--- src/rtl/muldiv_seq.sv ---
// Iterative signed multiply/divide/remainder: one shift-add or restoring-subtract step per cycle.
// Holds busy while working so the execute stage stalls; result is presented with a one-cycle done.
module muldiv_seq #(
    parameter int WIDTH = 32
) (
    input  logic             clk,
    input  logic             rst,
    input  logic             start,
    input  logic [1:0]       op,
    input  logic [WIDTH-1:0] a,
    input  logic [WIDTH-1:0] b,
    input  logic             flush,
    output logic             busy,
    output logic             done,
    output logic [WIDTH-1:0] y,
    output logic             div_by_zero
);

    localparam int CW = $clog2(WIDTH) + 1;

    // state  | meaning
    // IDLE   | waiting for start; busy low
    // RUN    | one iteration per cycle, counter counting down
    // DONE   | result presented, done pulse unless flushed
    localparam logic [1:0] S_IDLE = 2'd0;
    localparam logic [1:0] S_RUN  = 2'd1;
    localparam logic [1:0] S_DONE = 2'd2;

    localparam logic [1:0] OP_MUL = 2'd0;
    localparam logic [1:0] OP_DIV = 2'd1;
    localparam logic [1:0] OP_REM = 2'd2;

    logic [1:0]       state;
    logic [1:0]       op_r;
    logic             neg_r;
    logic [CW-1:0]    cnt;
    logic [WIDTH-1:0] acc;
    logic [WIDTH-1:0] sh;
    logic [WIDTH-1:0] opnd;
    logic [WIDTH-1:0] res_r;
    logic [WIDTH-1:0] y_r;
    logic             dz_r;
    logic             dz_hold;

    logic [WIDTH:0]   shifted;
    logic [WIDTH:0]   diff;
    logic [WIDTH-1:0] acc_nx;
    logic [WIDTH-1:0] sh_nx;
    logic [WIDTH-1:0] opnd_nx;
    logic [WIDTH-1:0] result;

    logic accept;
    logic div_op;
    logic dz_start;

    function automatic logic [WIDTH-1:0] mag(input logic [WIDTH-1:0] v);
        return v[WIDTH-1] ? -v : v;
    endfunction

    assign accept   = (state == S_IDLE) && start && !flush;
    assign div_op   = (op == OP_DIV) || (op == OP_REM);
    assign dz_start = div_op && (b == '0);

    // MUL keeps acc as the running low product; DIV/REM use acc as the partial
    // remainder and sh as dividend bits shifting out / quotient bits shifting in.
    always_comb begin
        shifted = {acc, sh[WIDTH-1]};
        diff    = shifted - {1'b0, opnd};
        acc_nx  = acc;
        sh_nx   = sh;
        opnd_nx = opnd;
        if (op_r == OP_MUL) begin
            acc_nx  = sh[0] ? acc + opnd : acc;
            sh_nx   = sh >> 1;
            opnd_nx = opnd << 1;
        end else if (!diff[WIDTH]) begin
            acc_nx = diff[WIDTH-1:0];
            sh_nx  = {sh[WIDTH-2:0], 1'b1};
        end else begin
            acc_nx = shifted[WIDTH-1:0];
            sh_nx  = {sh[WIDTH-2:0], 1'b0};
        end
        case (op_r)
            OP_MUL:  result = acc_nx;
            OP_DIV:  result = neg_r ? -sh_nx : sh_nx;
            default: result = neg_r ? -acc_nx : acc_nx;
        endcase
    end

    always_ff @(posedge clk or posedge rst) begin
        if (rst) begin
            state   <= S_IDLE;
            op_r    <= OP_MUL;
            neg_r   <= 1'b0;
            cnt     <= '0;
            acc     <= '0;
            sh      <= '0;
            opnd    <= '0;
            res_r   <= '0;
            y_r     <= '0;
            dz_r    <= 1'b0;
            dz_hold <= 1'b0;
        end else begin
            case (state)
                S_IDLE: begin
                    if (accept) begin
                        op_r    <= (op == 2'b11) ? OP_MUL : op;
                        cnt     <= CW'(WIDTH);
                        acc     <= '0;
                        dz_hold <= 1'b0;
                        if (div_op) begin
                            sh    <= mag(a);
                            opnd  <= mag(b);
                            neg_r <= (op == OP_DIV) ? (a[WIDTH-1] ^ b[WIDTH-1]) : a[WIDTH-1];
                        end else begin
                            sh    <= b;
                            opnd  <= a;
                            neg_r <= 1'b0;
                        end
                        if (dz_start) begin
                            state <= S_DONE;
                            res_r <= '1;
                            dz_r  <= 1'b1;
                        end else begin
                            state <= S_RUN;
                            dz_r  <= 1'b0;
                        end
                    end
                end
                S_RUN: begin
                    if (flush) begin
                        state <= S_IDLE;
                    end else begin
                        acc  <= acc_nx;
                        sh   <= sh_nx;
                        opnd <= opnd_nx;
                        cnt  <= cnt - CW'(1);
                        if (cnt == CW'(1)) begin
                            state <= S_DONE;
                            res_r <= result;
                        end
                    end
                end
                S_DONE: begin
                    state <= S_IDLE;
                    if (!flush) begin
                        y_r     <= res_r;
                        dz_hold <= dz_r;
                    end
                end
                default: state <= S_IDLE;
            endcase
        end
    end

    // The fresh result is visible during the done cycle and only commits to
    // the holding registers if that cycle was not flushed.
    assign busy        = (state != S_IDLE);
    assign done        = (state == S_DONE) && !flush;
    assign y           = done ? res_r : y_r;
    assign div_by_zero = done ? dz_r : dz_hold;

endmodule

--- config.mk ---
export PLATFORM = sky130hd
export DESIGN_NAME = muldiv_seq
export DESIGN_NICKNAME = d
export VERILOG_FILES = /design/src/rtl/muldiv_seq.sv
export SDC_FILE = /design/constraint.sdc
export NUM_CORES = 1
export LEC_CHECK = 0
export BUFFER_PORTS_ARGS = -buffer_cell sky130_fd_sc_hd__buf_2
export CAP_MARGIN = 30
export CORE_ASPECT_RATIO = 0.5
export CORE_MARGIN = 10
export CORE_UTILIZATION = 40
export CTS_BUF_LIST = sky130_fd_sc_hd__clkbuf_2 sky130_fd_sc_hd__clkbuf_4 sky130_fd_sc_hd__clkbuf_8
export CTS_CLUSTER_DIAMETER = 50
export DETAILED_ROUTE_END_ITERATION = 8
export PLACE_DENSITY = 0.57
export SYNTH_ARGS = -nofsm -noshare
export SYNTH_HDL_FRONTEND = slang
export SYNTH_SLANG_ARGS = --single-unit
export TNS_END_PERCENT = 30
--- constraint.sdc ---
create_clock -name clk -period 5.5 [get_ports clk]
set_input_delay 1.1 -clock clk [delete_from_list [all_inputs] [get_ports clk]]
set_output_delay 1.1 -clock clk [all_outputs]
set_load 0.005 [all_outputs]
==> summary.txt, run 1 <==
Run status
  • Outcome: completed

Layout
  • Most common cell after layout, fill and taps aside: a21oi_1
  • Post-route cell area: 18040 µm²
  • Fillers: approximately 4200
  • Share of cells above drive strength 1: about 15%
  • Area of the multi-input gates: about 11000 µm²
  • P&R area growth vs syn: 10.39%
  • Util after Layout: 44.66%
  • Most frequent cells in the layout: a21oi_1 (234), nand2_1 (215), nor2_1 (209)
  • Register area: approximately 4300 µm²
  • Layout Nets: 2304

Hold path
  • Min-Delay Startpoint: res_r[9]
  • Worst hold path type: flop to flop

Placed design
  • Dpl hpwl: 50610 µm
  • PortBufs: around 100
  • Setup WS pre-CTS: 202.8 ps
  • Post-placement cell area: roughly 18000 µm²
  • GP Congestion: 0.9883

Setup path
  • CP Data Arrival Time: 5670 ps
  • Setup CP Type: flop to flop
  • Largest delay share family, worst path: compound AO/OA/AOI/OAI gates
  • Worst Path Max Fanout: 7
  • CP Launch Point: acc[0]
  • Worst EP required: approximately 6000 ps
  • Crit path capture type: flop
  • Buf/Inv on CP: 1
  • Internal reg-to-reg setup slack: between 200 and 250 ps
  • CP max-delay cell: dfrtp_1
  • CP Cell Sequence: ha_1 > fa_1 > a21o_1 > a311oi_1 > buf_4 > o221ai_1 > xor2_1 > mux2i_1 > o32ai_1 > a31o_2 > nor3_2 > nand4_1 > or2_1 > or3_1 > nor3b_1 > o32a_1
  • CP Launch Type: flop
  • RR Startpoint: acc[0]
  • Max stage delay on crit path: 490 ps

Global routing
  • Pin count of the biggest net entering global routing: approximately 120
  • GRT Overall Usage: 25.34%
  • Vias in the first global route: 15240
  • First-pass GRT wire length: 98080 µm
  • Initial antenna violation count: 1
  • Total grt overflow: 0

Timing
  • Period utilization: 95.56%
  • Final setup viols: 0
  • Worst Skew: 23.42 ps
  • Count of pins over their slew limit: 0
  • Rel. slew slack: ~27%
  • Endpoints failing hold: 0
  • RSZ-0062 raised after global routing: true
  • Tmin final: 5256 ps
  • Setup ws final: 244.2 ps
  • Worst-Margin Slew: 1092 ps
  • Fmax: 190.3 MHz

Drt
  • DR vias: 16780
  • # DRC: 0
  • WL/cell: 23.95 µm
  • Post-Route WL: about 65000 µm
  • Vias per Instance: 6.189
  • Starting DRC count in detailed routing: 2055
  • Routed Antenna Nets: 0
  • Initial DRT Pass Iterations: 6

Floorplanning
  • Die Wd: just over 300 µm
  • # rows: 52
  • Core area: 40400 µm²
  • Die Span Y: 162.9 µm
  • Die area: 49840 µm²
  • I/O Pins: 105
  • Initial Util: 40.46%

Synthesis
  • Syn_nets: 2251
  • Share of async-settable or async-resettable flops after synthesis: 100.0%
  • Post-synth EDFFs: 0
  • Mapped Avg Cell Area: 7.758 µm²
  • Yosys warns: 0
  • Top_reg_cell synth: dfrtp_1
  • Synthesized area: 16350 µm²
  • Gate Count Post-Synth: 2107
  • Post-synthesis sequential area ratio: 26.48%
  • Distinct cells, synth: 102
  • Yosys reg bits: 173

Clock tree
  • Number of buffers created by CTS: 17
  • Buffers from clock root to sink, at most: 2
  • CTS root buf: clkbuf_8
  • Clk pin slew, worst setup/hold paths: about 100 ps
  • H-Tree Depth: 4
  • CTS sink cnt: ~170
  • CTS tree: yes
  • Clk_lat worst skew: 530 ps

Power and ir drop
  • Leakage: 7.558 nW
  • PwrDens: around 700 nW/µm²
  • Max IR drop VDD: 0.2456 mV
  • Total power: 12.63 mW

Job
  • # Max-Cap Violations: 0
kinds of logic (layout without fill, tap and decap cells):
kind of cell / after synthesis / in the layout / share of synthesized area [%]
fa+ha+maj: 74 / 74 / 5.756
buf+inv: 199 / 263 / 4.830
other cells: 0 / 1 / 0
xor+xnor: 152 / 152 / 8.144
simple gates: 683 / 683 / 19.86
compound gates: 739 / 739 / 29.27
mux: 87 / 87 / 5.649
flops: 173 / 173 / 26.48
repair_timing:
item,in CTS,in global routing
buffers inserted,0,5
gates resized for setup,0,13
endpoints found under the setup margin,0,10
hold buffers,0,0
through the flow:
step	cells	hold WS [ps]	TNS, ps
3_5_place_dp	2676	483.5	0
5_1_grt	2711	522.9	-83.48
2_1_floorplan	2107	460.6	0
6_report	2712	505.5	0
4_1_cts	2706	509.7	0
3_3_place_gp	2674	476.9	0
flip-flops by register name, summed over array words and instances, names as in the netlist:
signal,cells
res_r,32
opnd,32
dz_r,1
dz_hold,1
acc,32
op_r,2
sh,32
state,2
cnt,6
neg_r,1
y_r,32
Yosys cell counts, types with 16 or more instances:
master | instances | area share, %
a211oi_1 | 55 | 2.5
a21o_1 | 28 | 1.3
a21oi_1 | 234 | 7.2
a22o_1 | 23 | 1.2
a31oi_1 | 24 | 0.92
buf_2 | 16 | 0.49
clkbuf_1 | 108 | 2.5
dfrtp_1 | 173 | 26
ha_1 | 72 | 5.5
inv_1 | 60 | 1.4
mux2_2 | 42 | 2.9
mux2i_1 | 45 | 2.8
nand2_1 | 216 | 5.0
nand2b_1 | 18 | 0.69
nand3_1 | 34 | 1.0
nand4_1 | 27 | 1.0
nor2_1 | 212 | 4.9
nor2b_1 | 16 | 0.61
nor3_1 | 44 | 1.3
o21ai_0 | 180 | 5.5
o31ai_1 | 30 | 1.4
or3_1 | 22 | 0.84
xnor2_1 | 54 | 2.9
xor2_1 | 98 | 5.3
area by class of cell:
| class | instances | area share (%) |
|---|---|---|
| Antenna cell | 1 | 0.01387 |
| Clock buffer | 18 | 1.373 |
| Clock inverter | 12 | 0.7211 |
| Inverter | 60 | 1.269 |
| Multi-Input combinational cell | 1735 | 62.93 |
| Sequential cell | 173 | 24.00 |
| Tap cell | 540 | 3.744 |
| Timing Repair Buffer | 173 | 5.949 |
tightest hold or removal path, stage by stage, from the launching register on:
cell,delay (ps)
dfrtp_1,360
nor2_1,50
nor2_1,70
per-layer routing:
metal | wire length (µm) | track usage, % | share of wire (%)
met3 | 6685 | 5.879 | 10
met1 | 32600 | 40.01 | 50
met5 | 0 | 0 | 0
met4 | 761 | 4.193 | 1.2
met2 | 24900 | 33.85 | 38
path summary, 6_finish.rpt:
check,end,cells after the start
max,res_r[27],16
min,res_r[9],2
max reg2reg,res_r[27],16
min reg2reg,res_r[9],2
max in group asynchronous,sh[0],3
min in group asynchronous,opnd[4],3
power by group:
| part | switching (mW) | internal, mW |
|---|---|---|
| clock | 0.569 | 0.378 |
| sequential | 0.621 | 1.82 |
| combinational | 5.97 | 3.28 |
Note: power is estimated with default switching activity, not from simulation.
==> inputs of run 2 (changes only) <==
- CORE_ASPECT_RATIO: 0.5 -> 2
==> run 2 against run 1 <==
  * Setup slack gained 71 ps
  * Non-clock buffer count grew 10
  * Register-to-register slack gained 70 ps
  * Final cell count is essentially flat
  * Via count shrank 1.4%
  * Power grew 0.42%
  * Worst hold slack lost 2.9 ps
  * Clock skew is essentially flat
  * First-iteration DRC count shrank 44%
  * Fmax grew 1.4%
  * Global-route usage grew 1.4 points
  * Clock-buffer cell count is the same
  * Critical endpoint unchanged
  * Largest power group unchanged
==> summary.txt, run 2 (synthesized netlist as in run 1, its figures left out) <==
Run status
  • Outcome: completed

Setup path
  • Setup CP Type: flop to flop
  • Largest delay share family, worst path: compound AO/OA/AOI/OAI gates
  • Worst Path Max Fanout: 7 (unchanged)
  • Worst EP required: 5930 ps (+20 ps)
  • Max stage delay on crit path: 490 ps (about the same)
  • CP max-delay cell: dfrtp_1
  • Crit path capture type: flop
  • CP Launch Type: flop
  • Buf/Inv on CP: 0 (-1)
  • CP Cell Sequence: ha_1 > fa_1 > a21o_1 > a311oi_1 > o221ai_1 > xor2_1 > mux2i_1 > o32ai_1 > a31o_2 > nor3_4 > nand4_1 > or2_1 > or3_1 > nor3b_1 > o32a_1
  • CP Data Arrival Time: 5620 ps (-50 ps)

Drt
  • Post-Route WL: 67810 µm (+4.4%)
  • Starting DRC count in detailed routing: 1148 (-44%)
  • WL/cell: 24.99 µm (+4.3%)
  • Routed Antenna Nets: 0 (unchanged)
  • Initial DRT Pass Iterations: 8 (+2)
  • DR vias: 16550 (-1.4%)
  • # DRC: 0 (unchanged)
  • Vias per Instance: 6.098 (-1.5%)

Layout
  • Util after Layout: 44.83% (+0.17 points)
  • Most frequent cells in the layout: a21oi_1 (233), nand2_1 (215), nor2_1 (209)
  • P&R area growth vs syn: 10.64%
  • Most common cell after layout, fill and taps aside: a21oi_1
  • Finished Layout Cells: 2714 (+0.074%)
  • Layout Nets: 2314 (+0.43%)
  • Share of cells above drive strength 1: 15.12% (+0.47 points)

Placed design
  • Dpl hpwl: 53500 µm (+5.7%)
  • Placed Cells: 2680 (+0.15%)
  • PortBufs: 104 (unchanged)
  • GP Congestion: 1.042 (+5.5%)

Floorplanning
  • Die Span Y: 305.9 µm (+88%)
  • # rows: 104 (+100%)
  • Die Wd: 162.9 µm (-47%)
  • Core area: 40340 µm² (-0.16%)
  • I/O Pins: 105 (unchanged)
  • Die area: 49840 µm² (unchanged)
  • Initial Util: 40.52% (+0.065 points)

Clock tree
  • H-Tree Depth: 4 (unchanged)
  • Clk pin slew, worst setup/hold paths: 110 ps (about the same)
  • Buffers from clock root to sink, at most: 2 (unchanged)
  • CTS root buf: clkbuf_8
  • Hold Buf Count CTS: 0 (unchanged)
  • Clk_lat worst skew: 550 ps (+20 ps)
  • CTS sink cnt: 173 (unchanged)
  • CTS tree: yes
  • Number of buffers created by CTS: 17 (unchanged)

Timing
  • Fmax: 192.9 MHz (+1.4%)
  • WHS: 502.6 ps (-2.919 ps)
  • Setup TNS: 0 ps (unchanged)
  • Tmin final: 5185 ps (-71.06 ps)
  • RSZ-0062 raised after global routing: false
  • Period utilization: 94.27% (-1.3 points)
  • Count of pins over their slew limit: 0 (unchanged)
  • Final setup viols: 0 (unchanged)
  • Rel. slew slack: 21.48% (-5.7 points)
  • Worst Skew: 22.98 ps (-0.4345 ps)
  • Endpoints failing hold: 0 (unchanged)
  • Worst-Margin Slew: 1178 ps (+85.83 ps)

Power and ir drop
  • PwrDens: 701.4 nW/µm² (+0.20%)
  • Leakage: 7.594 nW (+0.48%)
  • Max IR drop VDD: 0.2383 mV (-3.0%)

Global routing
  • Initial antenna violation count: 1 (unchanged)
  • GRT Overall Usage: 26.76% (+1.4 points)
  • Pin count of the biggest net entering global routing: 103 (-13%)
  • Vias in the first global route: 16640 (+9.2%)
  • Total grt overflow: 0 (unchanged)
  • First-pass GRT wire length: 101800 µm (+3.8%)

Job
  • # Max-Cap Violations: 0 (unchanged)

Hold path
  • Worst hold path type: flop to flop
==> run 2: changes by cell type in the layout (fill, tap and decap cells not counted), moves of 2 or more <==
cell / before / now
clkinv_4: 1 / 4
o21ai_1: 3 / 6
inv_6: 5 / 3
o21ai_2: 6 / 4
buf_4: 65 / 77
inv_8: 1 / 4
buf_12: 3 / 1
==> run 2: what timing repair did <==
action                                  in CTS  in global routing
gates resized for setup                      0                 13
endpoints found under the setup margin       0                 16
setup buffers                                0                  0
==> run 2: layout make-up <==
class                      count  area (µm²)
antenna                        1       2.502
clock inverter                14       146.4
tap                          530       663.1
timing repair buffer         183        1124
inverter                      60       229.0
clock buffer                  18       241.5
sequential                   173        4330
multi-input combinational   1735       11350
fill                        4235       22250
==> run 2: stage by stage <==
step	setup slack [ps]	area (µm²)	total power, mW
after floorplan	746.7	16350	8.277
after global placement	136.0	17630	11.44
after detailed placement	137.5	17630	11.49
after CTS	77.66	18020	12.47
after global routing	65.86	18080	13.52
final	315.3	18080	12.68
==> run 2: layer usage <==
| metal | part of all wire (%) | up-vias | GRT usage, % |
|---|---|---|---|
| li1 | - | 7844 | - |
| met5 | 0 | - | 0 |
| met1 | 38 | 7956 | 29.31 |
| met2 | 51 | 571 | 47.64 |
| met3 | 4.4 | 180 | 3.342 |
| met4 | 6.4 | 0 | 16.46 |
==> run 2: path summary, 6_finish.rpt <==
check	cells past startpoint	slack [ps]	start	to
setup reg to reg	15	320	acc[0]	res_r[27]
setup / recovery	15	320	acc[0]	res_r[27]
max in group asynchronous	4	3580	rst	sh[28]
hold reg to reg	1	500	y_r[31]	y_r[31]
hold / removal	1	500	y_r[31]	y_r[31]
min in group asynchronous	3	650	rst	y_r[1]
==> run 2: power by group <==
group          internal [mW]  switching [mW]  total [mW]
clock                  0.342           0.598       0.941
combinational           3.33            5.97        9.30
sequential              1.82           0.626        2.45
total                   5.49            7.19        12.7
